File: src/rtl/button_events.sv
// button_events: turns a debounced button level into edge pulses, a press
// counter, and single/double/long click events decoded by a small FSM.
// `release` is a reserved word in SystemVerilog, so the falling-edge pulse
// port is named `released`.
module button_events #(
  parameter int LONG_TICKS = 8,
  parameter int GAP_TICKS  = 6,
  parameter int CNT_W      = 8
) (
  input  logic             clk,
  input  logic             rst,
  input  logic             din,
  output logic             held,
  output logic             press,
  output logic             released,
  output logic             single_click,
  output logic             double_click,
  output logic             long_press,
  output logic [CNT_W-1:0] press_count
);

  // One counter serves as hold counter (DOWN1/DOWN2) and gap counter (WAIT_GAP).
  localparam int MAXC = (LONG_TICKS > GAP_TICKS + 1) ? LONG_TICKS : GAP_TICKS + 1;
  localparam int CW   = $clog2(MAXC + 1);

  typedef enum logic [2:0] {IDLE, DOWN1, WAIT_GAP, DOWN2, LONG_HELD} state_t;

  state_t        state, state_nx;
  logic [CW-1:0] cnt, cnt_nx, cnt_inc;
  logic          rise, fall;
  logic          sc_nx, dc_nx, lp_nx;

  assign rise = din & ~held;
  assign fall = ~din & held;

  // Next-state, counter and click-event decode.
  always_comb begin
    state_nx = state;
    cnt_nx   = cnt;
    sc_nx    = 1'b0;
    dc_nx    = 1'b0;
    lp_nx    = 1'b0;
    cnt_inc  = (cnt == CW'(MAXC)) ? cnt : cnt + CW'(1);
    case (state)
      IDLE: begin
        if (rise) begin
          state_nx = DOWN1;
          cnt_nx   = CW'(1);
        end
      end
      DOWN1, DOWN2: begin
        // Release wins over long-press qualification on the same edge.
        if (!din) begin
          if (state == DOWN2) begin
            dc_nx    = 1'b1;
            state_nx = IDLE;
            cnt_nx   = '0;
          end else begin
            state_nx = WAIT_GAP;
            cnt_nx   = CW'(1);
          end
        end else begin
          cnt_nx = cnt_inc;
          if (cnt_inc >= CW'(LONG_TICKS)) begin
            // In DOWN2 the pending first click is simply dropped.
            lp_nx    = 1'b1;
            state_nx = LONG_HELD;
            cnt_nx   = '0;
          end
        end
      end
      WAIT_GAP: begin
        // A new press wins over gap expiry on the same edge.
        if (din) begin
          state_nx = DOWN2;
          cnt_nx   = CW'(1);
        end else begin
          cnt_nx = cnt_inc;
          if (cnt_inc >= CW'(GAP_TICKS + 1)) begin
            sc_nx    = 1'b1;
            state_nx = IDLE;
            cnt_nx   = '0;
          end
        end
      end
      LONG_HELD: begin
        if (!din) state_nx = IDLE;
      end
      default: begin
        state_nx = IDLE;
        cnt_nx   = '0;
      end
    endcase
  end

  // State, counter and all registered outputs.
  always_ff @(posedge clk) begin
    if (rst) begin
      state        <= IDLE;
      cnt          <= '0;
      held         <= 1'b0;
      press        <= 1'b0;
      released     <= 1'b0;
      single_click <= 1'b0;
      double_click <= 1'b0;
      long_press   <= 1'b0;
      press_count  <= '0;
    end else begin
      state        <= state_nx;
      cnt          <= cnt_nx;
      held         <= din;
      press        <= rise;
      released     <= fall;
      single_click <= sc_nx;
      double_click <= dc_nx;
      long_press   <= lp_nx;
      if (rise) press_count <= press_count + CNT_W'(1);
    end
  end

endmodule

File: config.mk
export PLATFORM = sky130hd
export DESIGN_NAME = button_events
export DESIGN_NICKNAME = d
export VERILOG_FILES = /design/src/rtl/button_events.sv
export SDC_FILE = /design/constraint.sdc
export NUM_CORES = 1
export LEC_CHECK = 0
export ABC_AREA = 1
export CELL_PAD_IN_SITES_DETAIL_PLACEMENT = 0
export CELL_PAD_IN_SITES_GLOBAL_PLACEMENT = 2
export CORE_MARGIN = 5
export CORE_UTILIZATION = 28
export CTS_CLUSTER_DIAMETER = 80
export CTS_CLUSTER_SIZE = 16
export DETAILED_ROUTE_END_ITERATION = 16
export GPL_ROUTABILITY_DRIVEN = 1
export GPL_TIMING_DRIVEN = 1
export PLACE_DENSITY_LB_ADDON = 0.1
export SLEW_MARGIN = 20
export SYNTH_ARGS = -nofsm -noshare
export SYNTH_HDL_FRONTEND = slang
export SYNTH_SLANG_ARGS = --single-unit
File: constraint.sdc
create_clock -name clk -period 1.9 [get_ports clk]
set_input_delay 0.38 -clock clk [delete_from_list [all_inputs] [get_ports clk]]
set_output_delay 0.38 -clock clk [all_outputs]
set_load 0.01 [all_outputs]
# Yosys cells after proc, flatten, opt, wreduce, memory -nomap -nowiden
# Index checks and enable logic that the tools add are counted.
# W data, S select, Z words.
word_totals:
  ff_bits: 21
  ramBits: 0
  romBits: 0
  latchBits: 0
  n_memories: 0
  word_cells: 55
op_classes:
  bitwise: 7
  n_reduce_logical: 7
  n_div: 0
  shift: 0
  n_eq_ne: 9
  n_lt_le_gt_ge: 2
  mux: 19
  multipliers: 0
  n_addsub: 2
op_table:
  columns: ["op", "count"]
  rows:
  - ["$mux W4", 6]
  - ["$mux W3", 6]
  - ["$pmux W4 S4", 1]
  - ["$pmux W3 S4", 1]
  - ["$reduce_or A3 Y1", 3]
  - ["$add A8 B1 Y8 const B", 1]
  - ["$eq A3 B2 Y1 const B", 2]
  - ["$ne A3 B3 Y1 const B", 2]
  - ["$not A1 Y1", 5]
  - ["$add A4 B1 Y4 const B", 1]
  - ["$eq A4 B4 Y1 const B", 1]
  - ["$ge A4 B3 Y1 const B", 1]
  - ["$ge A4 B4 Y1 const B", 1]
  - ["$mux W1", 4]
  - ["$ne A2 B2 Y1 const B", 2]
  - ["$reduce_and A4 Y1", 1]
  - ["$eq A3 B1 Y1 const B", 1]
  - ["$eq A3 B3 Y1 const B", 1]
  - ["$logic_not A3 Y1", 1]
  - ["$and A1 B1 Y1", 2]
  - ["$mux W2", 1]
  - ["$reduce_and A2 Y1", 1]
  - ["$reduce_or A2 Y1", 1]

# Longest topological paths before layout
# Gate-level depths: netlist of run 1.
logic_depth:
  ltp_word: 6
  ltp_mapped: 11
  mapped_depth_nobuf: 11

# Worst setup path before layout of run 1
# No wires, ideal clock.
synth_path:
  kind: "register to register"
  start: "register cnt[0]"
  end: "register state[0]"
  t_required_ns: 1.788
  slack_ns: 0.537
  setup_time_ns: 0.112
  period_less_slack_ns: 1.363
  arrival_ns: 1.251
  stages_incl_launch_ff: 9
  path_cell_list: "dfxtp_1 -> inv_1 -> ha_1 -> nand3_1 -> nand3_1 -> nand4_1 -> nand3_2 -> nor2b_1 -> nor2_1"
synth_between:
  elab_chain_len: 5
  elab_cells_between_ends: 8
  classes_between: "add/sub (1); order compare (2); eq/ne (3); mux (1); reduce/logical (1)"
synth_lines:
  columns: ["item", "line_no", "source"]
  rows:
  - ["from (decl)", "29", "logic [CW-1:0] cnt, cnt_nx, cnt_inc;"]
  - ["from (signal assigned)", "110", "cnt <= cnt_nx;"]
  - ["$add A4 B1 Y4 or $eq A4 B4 Y1 (tied branches)", "43", "cnt_inc = (cnt == CW'(MAXC)) ? cnt : cnt + CW'(1);"]
  - ["$mux W4 *", "43", null]
  - ["$ge A4 B4 Y1 or $ge A4 B3 Y1 (tied branches)", "64, 79", null]
  - ["$ne A3 B3 Y1 (no line)", null, null]
  - ["$reduce_and A4 Y1 (no line) *", null, null]
  - ["to (signal assigned)", "109", "state <= state_nx;"]
  - ["to (decl)", "28", "state_t state, state_nx;"]
# Mark *: on every way between the ends. The rest lies on a longest branch, timed or not.
# A chain may end at the register's enable or synchronous reset.

# Final worst setup path of run 1
layout_path:
  start: "register press_count[0]"
  end: "output port press_count[0]"
layout_rtl:
  columns: ["item", "line_no", "source"]
  rows:
  - ["from (decl)", "19", "output logic [CNT_W-1:0] press_count"]
  - ["from (signal assigned)", "117", "if (rise) press_count <= press_count + CNT_W'(1);"]
# No word-level cell between the ends.

==> impl_metrics.py, run 1 <==
metrics = {
    "status": {
        "status": "complete, no violations",
    },
    "final_layout": {
        "drive_gt1_share_pct": 12.4,
        "fin_nets": 169,
        "utilization_pct": 38.1,
        "fin_cells": 207,
        "area_growth_pct": 29.8,
        "fillerInstances": 392,
        "antenna_cells": 0,
    },
    "timing": {
        "tightest_slew_ns": 0.334,
        "holdWs_ns": 0.468,
        "hold_violations": 0,
        "rsz0062_at_grt": "false",
        "period_share_pct": 87.9,
        "fmax_mhz": 599,
        "clock_skew_ns": 0.00774,
        "setup_violations": 0,
        "fin_tns_setup_ns": 0,
        "slew_headroom_pct": 77.6,
        "fin_crit_ns": 1.67,
        "drv_slew": 0,
    },
    "synthesis": {
        "ys.flop_type": "dfxtp_1",
        "yosysTopAreaCell": "dfxtp_1",
        "synthArstFlopShare_pct": 0,
        "synth_enable_flop_cells": 0,
        "ys_warn_count": 0,
        "ys_seq_elements": 21,
        "synth_top_area_share_pct": 42.6,
        "synth.top_cells.by_count": "nand2_1 (29), dfxtp_1 (21), inv_1 (18), nor2_1 (15), a21oi_1 (9)",
        "synth_area_sq_um": 987,
        "yosysMostFrequentCell": "nand2_1",
        "synth_cells": 135,
        "ys_types": 24,
        "yosysSeqAreaShare_pct": 42.6,
        "avgSynthCellArea_sq_um": 7.31,
        "yosys-top-cells-area": "dfxtp_1 (43%), nand2_1 (11%), inv_1 (6.8%)",
        "synth_nets": 142,
    },
    "floorplanning": {
        "ioPinCount": 17,
        "core_sq_mm": 0.00336,
        "die_h_microns": 69.4,
        "dieArea_sq_mm": 0.00481,
        "rows": 21,
        "die_w_microns": 69.4,
        "start_util_pct": 29.4,
    },
    "cts": {
        "cts_buffer_depth": 2,
        "cts_buffers": 3,
        "clkLatencyLatePin_ns": 0.30,
        "cts_tree": "done",
        "holdBufCountCts": 0,
        "ctsResizeCount": 0,
        "post-cts-setup-buffers": 0,
        "h-tree-depth": 1,
        "clkTransAtPathRegs_ns": 0.13,
        "cts-root-buf": "clkbuf_4",
        "clkSinkCount": 21,
    },
    "setup_path": {
        "critical_path.slowest_cell": "clkdlybuf4s50_1",
        "cp-start-kind": "flip-flop",
        "worstPathBufferInverterCount": 1,
        "crit_family": "buffers and inverters",
        "end_kind": "primary output",
        "path_cells": "clkdlybuf4s50_1",
        "reg2reg_depth": 9,
        "slowest_delay_ns": 0.57,
        "cp.depth": 1,
        "crit_arrival_ns": 1.29,
        "crit_type": "reg -> out",
        "worst-path-max-fanout": 4,
        "required_ns": 1.52,
    },
    "route": {
        "first_iter_violations": 27,
        "routed-wl-met3_microns": 70,
        "drt-total-wl_microns": 2280,
        "drc": 0,
        "detail-route-antenna-nets": 0,
        "firstDrtPassIters": 4,
        "wl_met2_microns": 1120,
        "wl_per_cell_microns": 11.0,
        "wl_met1_microns": 1080,
        "top_layer": "met4",
        "num_vias": 933,
        "vias_per_cell": 4.51,
    },
    "pwr": {
        "ir_drop_v": 0.000315,
        "power_density_mw_per_mm2": 904,
        "power.leakage_nw": 0.507,
    },
    "placement": {
        "gp_congestion": 0.739,
        "dp.cells": 203,
        "hpwl_microns": 1800,
        "port_buffers": 16,
    },
    "grt": {
        "grt_pass1_vias": 935,
        "overflow": 0,
        "grt_pass1_wl_microns": 4040,
        "grtUsageTotal_pct": 10.5,
        "antenna_found_initial": 0,
        "grt_max_degree": 13,
    },
    "run": {
        "maxCapViolations": 0,
    },
    "hold_path": {
        "min_path_cells": 2,
        "hp-class": "reg -> reg",
    },
}
-- kinds of logic after synthesis --
family	synth area share (%)
adder cells (fa/ha/maj)	5.07
buffers and inverters	7.98
AND/OR/NAND/NOR	34.3
AO/OA/AOI/OAI	10.0
flip-flops	42.6
-- state kept, by name, indices dropped and copies added (netlist names) --
register      count
released          1
single_click      1
press_count       8
double_click      1
cnt               4
state             3
press             1
long_press        1
held              1
-- where the power goes --
part	leakage, nW	switching [W]	total (W)	internal [W]
clock	0.0177	0.000140	0.000218	0.0000785
sequential	0.171	0.0000538	0.000540	0.000486
combinational	0.318	0.000232	0.000400	0.000168
total	0.507	0.000426	0.00116	0.000732
-- stage by stage --
| step | setup slack [ns] | cell area (sq um) | power [W] |
|---|---|---|---|
| final | 0.230 | 1280 | 0.00116 |
| after floorplan | 0.537 | 987 | 0.000817 |
| after CTS | 0.201 | 1280 | 0.00118 |
| after global routing | 0.152 | 1280 | 0.00126 |
| after global placement | 0.0400 | 1250 | 0.000958 |
| after detailed placement | 0.0104 | 1250 | 0.000957 |
-- layout make-up --
class | count | area, sq um | area share, %
clock buffers | 3 | 22.5 | 1.76
clock inverters | 1 | 5.00 | 0.391
inverters | 20 | 75.1 | 5.86
multi-input cells | 93 | 488 | 38.1
flip-flops and latches | 21 | 420 | 32.8
well taps | 46 | 57.6 | 4.49
repair buffers | 23 | 213 | 16.6
-- placed cells by master (no fill, tap or decap), drive strengths merged --
master,instances
nor4,1
nand4,5
dfxtp,21
nor3b,2
o21ai,7
and3,1
ha,4
a21oi,9
inv,20
nor2b,1
nor3,7
o211ai,1
clkdlybuf4s50,16
nand2,30
buf,7
nor2,17
clkinv,1
nand3,7
a211oi,1
clkbuf,3
-- worst paths after layout --
kind,to,slack (ns),from
setup / recovery,press_count[0],0.23,press_count[0]$_SDFFE_PP0P_
hold / removal,press_count[7]$_SDFFE_PP0P_,0.47,press_count[7]$_SDFFE_PP0P_
setup reg to reg,state[0]$_SDFFE_PP0P_,0.33,cnt[0]$_SDFFE_PP0P_
hold reg to reg,press_count[7]$_SDFFE_PP0P_,0.47,press_count[7]$_SDFFE_PP0P_
-- per-layer routing --
metal	track usage, %	up-vias
li1	-	496
met1	12.6	425
met2	17.2	10
met3	2.75	2
met4	5.21	0
met5	0	-
No activity file was read; power rests on OpenSTA's default activity.
==> run 2: changes to the inputs <==
--- a/config.mk
+++ b/config.mk
@@ -7,16 +7,16 @@
 export LEC_CHECK = 0
 export ABC_AREA = 1
 export CELL_PAD_IN_SITES_DETAIL_PLACEMENT = 0
-export CELL_PAD_IN_SITES_GLOBAL_PLACEMENT = 2
+export CELL_PAD_IN_SITES_GLOBAL_PLACEMENT = 1
 export CORE_MARGIN = 5
-export CORE_UTILIZATION = 28
+export CORE_UTILIZATION = 36
 export CTS_CLUSTER_DIAMETER = 80
 export CTS_CLUSTER_SIZE = 16
 export DETAILED_ROUTE_END_ITERATION = 16
 export GPL_ROUTABILITY_DRIVEN = 1
 export GPL_TIMING_DRIVEN = 1
 export PLACE_DENSITY_LB_ADDON = 0.1
-export SLEW_MARGIN = 20
+export SLEW_MARGIN = 25
 export SYNTH_ARGS = -nofsm -noshare
 export SYNTH_HDL_FRONTEND = slang
 export SYNTH_SLANG_ARGS = --single-unit
==> run 2 against run 1 <==
Against the previous run: clock power about the same; critical path type unchanged; global-route usage is 1.6 points higher; total power shrank 0.61%; via count increased by 0.54%; register-to-register slack about the same; clock skew fell by 0.0027 ns; combinational power hardly changed.
==> impl_metrics.py, run 2 (synthesis gave the netlist of run 1 again) <==
metrics = {
    "setup_path": {
        "path_cells": "clkdlybuf4s50_1",
        "slowest_delay_ns": 0.56,
        "worst-path-max-fanout": 3,
        "end_kind": "primary output",
        "cp-start-kind": "flip-flop",
        "crit_arrival_ns": 1.27,
        "worstPathBufferInverterCount": 1,
        "crit_path_start": "held$_SDFF_PP0_",
        "crit_type": "reg -> out",
        "required_ns": 1.52,
        "r2r-start": "cnt[0]$_SDFFE_PP0P_",
        "crit_family": "buffers and inverters",
        "critical_path.slowest_cell": "clkdlybuf4s50_1",
    },
    "final_layout": {
        "area_growth_pct": 27.8,
        "most-common-layout-cells": "nand2_1 (29), dfxtp_1 (21), inv_1 (18)",
        "fillerInstances": 282,
        "top_register": "press_count",
        "fin_cells": 192,
        "drive_gt1_share_pct": 11.8,
        "largest_reg_flops": 8,
        "antenna_cells": 0,
        "fin_nets": 169,
        "reg.largest.list": "press_count (8), cnt (4), state (3)",
        "final_common_cell": "nand2_1",
        "fin_area_sq_mm": 0.00126,
    },
    "placement": {
        "place_area_sq_mm": 0.00123,
        "hpwl_microns": 1710,
        "dp.cells": 188,
        "gp_congestion": 0.789,
        "port_buffers": 16,
    },
    "floorplanning": {
        "core_sq_mm": 0.00269,
        "rows": 19,
        "start_util_pct": 36.7,
        "die_w_microns": 62.4,
        "ioPinCount": 17,
        "dieArea_sq_mm": 0.00389,
        "die_h_microns": 62.4,
    },
    "hold_path": {
        "hp-class": "reg -> reg",
        "hold_start": "press_count[7]$_SDFFE_PP0P_",
    },
    "grt": {
        "antenna_found_initial": 0,
        "grt_max_degree": 12,
        "overflow": 0,
        "grt_pass1_vias": 877,
        "grtUsageTotal_pct": 12.0,
        "grt_pass1_wl_microns": 3850,
    },
    "cts": {
        "ctsResizeCount": 0,
        "clkSinkCount": 21,
        "cts_buffer_depth": 2,
        "cts-root-buf": "clkbuf_4",
        "holdBufCountCts": 0,
        "cts_buffers": 3,
        "h-tree-depth": 1,
        "cts_tree": "done",
        "clkTransAtPathRegs_ns": 0.12,
        "post-cts-setup-buffers": 0,
        "clkLatencyLatePin_ns": 0.30,
    },
    "route": {
        "detail-route-antenna-nets": 0,
        "firstDrtPassIters": 4,
        "drc": 0,
        "first_iter_violations": 36,
        "drt-total-wl_microns": 2160,
        "wl_per_cell_microns": 11.3,
        "num_vias": 938,
        "vias_per_cell": 4.89,
    },
    "timing": {
        "setup_violations": 0,
        "fin_crit_ns": 1.65,
        "fmax_mhz": 604,
        "drv_slew": 0,
        "period_share_pct": 87.1,
        "rsz0062_at_grt": "false",
        "tightest_slew_ns": 0.309,
        "holdWs_ns": 0.469,
        "hold_violations": 0,
        "clock_skew_ns": 0.00500,
        "slew_headroom_pct": 79.2,
    },
    "pwr": {
        "power.leakage_nw": 0.504,
        "power_density_mw_per_mm2": 913,
        "ir_drop_v": 0.000553,
    },
    "status": {
        "status": "complete, no violations",
    },
    "run": {
        "maxCapViolations": 0,
    },
}
-- run 2: changes by cell type in the layout (fill, tap and decap cells not counted), sizes merged --
cell	previous run	this run
clkbuf	3	4
clkinv	1	0
-- run 2: final cells by class --
cell class                      instances  area (sq um)  share of cell area (%)
Clock buffer                            4          26.3                    2.08
Inverter                               20          75.1                    5.95
Multi-Input combinational cell         93           488                    38.7
Sequential cell                        21           420                    33.3
Tap cell                               31          38.8                    3.08
Timing Repair Buffer                   23           213                    16.9
-- run 2: final timing paths --
kind | cells past startpoint | slack (ns) | endpoint
worst max-delay path | 1 | 0.25 | held
worst min-delay path | 2 | 0.47 | press_count[7]$_SDFFE_PP0P_
worst max register to register | 8 | 0.32 | state[0]$_SDFFE_PP0P_
worst min register to register | 2 | 0.47 | press_count[7]$_SDFFE_PP0P_
-- run 2: tightest hold or removal path: cells and delay by family (launching register included) --
kind                   cells  cell delay, ns
flip-flops                 1            0.34
buffers and inverters      1            0.05
AO/OA/AOI/OAI              1            0.05
-- run 2: routing by layer --
metal	track usage, %	vias to the layer above	part of all wire (%)
li1	-	495	-
met1	15.1	425	47
met4	5.84	0	0.74
met3	3.06	2	3.7
met5	0	-	0
met2	19.0	16	49
-- run 2: metrics by stage --
| step | power [W] | setup slack, ns | setup TNS (ns) | util, % |
|---|---|---|---|---|
| floorplan | 0.000817 | 0.537 | 0 | - |
| detailed placement | 0.000952 | -0.0139 | -0.0139 | 46.0 |
| finish | 0.00115 | 0.245 | 0 | 46.9 |
| global placement | 0.000951 | -0.00855 | -0.00855 | 46.0 |
| global route | 0.00126 | 0.130 | 0 | 46.9 |
| CTS | 0.00117 | 0.223 | 0 | 46.9 |
-- run 2: power by group --
group	total [W]	switching (W)	internal, W
clock	0.000215	0.000133	0.0000817
sequential	0.000540	0.0000539	0.000486
combinational	0.000397	0.000229	0.000168
